===== config.mk =====
export PLATFORM = sky130hd
export DESIGN_NAME = digilock_timer
export DESIGN_NICKNAME = d
export VERILOG_FILES = /design/src/rtl/digilock_timer.sv
export SDC_FILE = /design/constraint.sdc
export NUM_CORES = 1
export LEC_CHECK = 0
export CORE_AREA = 10 10 47 49
export DETAILED_ROUTE_END_ITERATION = 10
export DIE_AREA = 0 0 57 59
export GPL_ROUTABILITY_DRIVEN = 0
export SYNTH_ARGS = -nofsm -noshare
export SYNTH_HDL_FRONTEND = slang
export SYNTH_SLANG_ARGS = --single-unit

===== constraint.sdc =====
create_clock -name clk -period 4.2 [get_ports clk]
set_input_delay 0.84 -clock clk [delete_from_list [all_inputs] [get_ports clk]]
set_output_delay 0.84 -clock clk [all_outputs]
set_load 0.05 [all_outputs]

===== src/rtl/digilock_timer.sv =====
// Loadable down-counter shared by the OPEN and LOCKOUT hold periods.
module digilock_timer #(
   parameter int W = 5
) (
   input  logic         clk,
   input  logic         reset,
   input  logic         load,
   input  logic [W-1:0] load_val,
   output logic [W-1:0] value,
   output logic         done
);

   always_ff @(posedge clk or negedge reset) begin
      if (!reset)              value <= '0;
      else if (load)           value <= load_val;
      else if (value != '0)    value <= value - W'(1);
   end

   assign done = (value == W'(1));

endmodule


==> out/metrics.csv <==
metric,value,unit
HP Class,reg -> reg,
initial core utilization,21.6,%
first-pass GRT wire length,1250,um
max incr delay on CP,0.85,ns
"flops & latches, synth",5,
DRC Markers,0,
Worst EP arrival,1.94,ns
Gate Count Post-Synth,29,
Setup Skew,0.00135,ns
Hold Buf Count CTS,0,
Max clock buf depth,2,
vias in the first global route,273,
grt total ovfl,0,
layout cells sized above 1,13.3,%
vias post-DR,262,
clock sinks,5,
PwrDens,487,mW/mm2
# port buffers,13,
fin util,33.9,%
n_diodes,0,
R2R Setup Slk,2.66,ns
"Design Area, Final",475,um2
period utilisation layout,66.2,%
antenna-violating nets left,0,
worst slew pin tran,0.497,ns
post-route minimum period,2.78,ns
Max-slew headroom,66.8,%
Worst R2R End,value[1],
max FFs per register,5,
status,"finished, final reports clean",
count of cell types in the netlist,13,
Synth warnings,0,
Die X,57,um
CP Buf/Inv Count,2,
Post-Place Worst Slack,1.68,ns
initial antenna violation count,0,
Final Setup Violations,0,
Tot Pwr,231,uW
Vias/cell,4.30,
root buf cell,clkbuf_4,
Total Routing Usage GR,4.86,%
CP Cell Sequence,"inv_1, ha_1, nor4b_1, clkdlybuf4s50_1",
Critical Path End Type,output pin,
RR Startpoint,value[0],
H-Tree Depth,1,
Resized Gates After CTS,0,
CP top delay family,buffers and inverters,
Setup TNS Final,0,ns
Layout area overhead,57.0,%
cts bufs inserted,3,
Final Hold Viols,0,
MaxCap Viol Count,0,
synthesized area,303,um2
syn avg cell area,10.4,um2
Cell Rows,14,
"Max stage delay cell, worst path",clkdlybuf4s50_1,
largest net degree at the start of global routing,10,
"Reg clk slew, reported paths",0.04,ns
leak pwr,0.000191,uW
nets@finish,56,
clk_lat worst skew,0.24,ns
maximum vdd drop,177,uV
Slew Limit Fails,0,
Placed Area,449,um2
crit path launch,value[1],
sequential share of the synthesized area,41.3,%
reg2reg path depth,5,
startpoint types,register,
top flop regs,value x5,
critical path endpoint,done,
critical path required time,3.36,ns
Worst Path Max Fanout,3,
DR pass1 iterations,5,
CTS tree,yes,
die height,59,um
WP depth,4,
wire per inst,11.2,um
boundary pin count,14,
post-CTS setup buffers,0,
area of the core,0.00140,mm2
DR iter-0 viols,6,
area of the die,0.00336,mm2
hold depth,2,
final worst slack,1.42,ns
Max Freq,0.360,GHz
final WL,686,um
RSZ-0062 raised after global routing,no,
Worst Setup Path Type,reg -> out,
Reg with most FFs,value,
Synth Net Count,39,
[Yosys cell counts]
cell type / n / share of area [%]
nand2_1: 4 / 5.0
o21ai_0: 4 / 6.6
o31ai_1: 2 / 5.0
dfrtp_1: 5 / 41
mux2_2: 2 / 7.4
xnor2_1: 2 / 5.8
ha_1: 2 / 8.3
buf_1: 1 / 1.2
nor3_1: 1 / 1.7
mux2i_1: 1 / 3.3
nor4b_4: 1 / 7.9
nor4b_1: 1 / 2.9
inv_1: 3 / 3.7
[where the power goes]
part           switching [uW]  leakage, uW  internal, uW
Sequential               14.0    0.0000601          57.5
Combinational            59.6     0.000116          44.0
Clock                    20.3    0.0000150          36.0
[routing by layer]
metal | vias to the layer above | part of all wire, % | track usage [%]
met4 | 0 | 1.7 | 5.03
met3 | 2 | 9.9 | 3.43
met1 | 117 | 46 | 5.04
met5 | - | 0 | 0
li1 | 131 | - | -
met2 | 12 | 42 | 6.05
[worst min-delay path by stage]
stage	slack (ns)	end	start
finish	0.64	value[4]	value[4]
detailed placement	0.63	value[4]	value[4]
floorplan	0.54	value[0]	reset
CTS	0.64	value[4]	value[4]
global route	0.68	value[4]	value[4]
global placement	0.63	value[4]	value[4]
[final cells by class]
| type | count | area (um2) |
|---|---|---|
| multi-input cells | 20 | 163 |
| repair buffers | 13 | 130 |
| flip-flops and latches | 5 | 125 |
| inverters | 3 | 11.3 |
| well taps | 16 | 20.0 |
| clock buffers | 4 | 26.3 |
| fillers | 159 | 926 |
[worst register-to-register path: stages (launching register included)]
cell and delay [ns]:
dfrtp_1 0.41, inv_1 0.11, ha_1 0.21, nor4b_4 0.32
mux2i_1 0.12, mux2_2 0.26
[through the flow]
stage	hold slack, ns	cells
after floorplan	0.544	29
after global placement	0.631	57
after detailed placement	0.632	57
after CTS	0.637	61
after global routing	0.684	61
final	0.636	61
[layout by cell type, fill, tap and decap left out]
cell type / n
clkdlybuf4s50_1: 13
dfrtp_1: 5
nand2_1: 4
o21ai_0: 4
inv_1: 3
clkbuf_4: 3
mux2_2: 2
o31ai_1: 2
xnor2_1: 2
ha_1: 2
nor4b_1: 1
nor4b_4: 1
mux2i_1: 1
nor3_1: 1
clkbuf_1: 1
[kinds of logic (layout without fill, tap and decap cells)]
logic type	count (synthesis)	in the layout	synth area share [%]
AND/OR/NAND/NOR	7	7	17.4
flip-flops	5	5	41.3
adder cells (fa/ha/maj)	2	2	8.26
AO/OA/AOI/OAI	6	6	11.6
multiplexers	3	3	10.7
buffers and inverters	4	20	4.96
XOR/XNOR	2	2	5.79
Power figures use the tool's default switching activity.
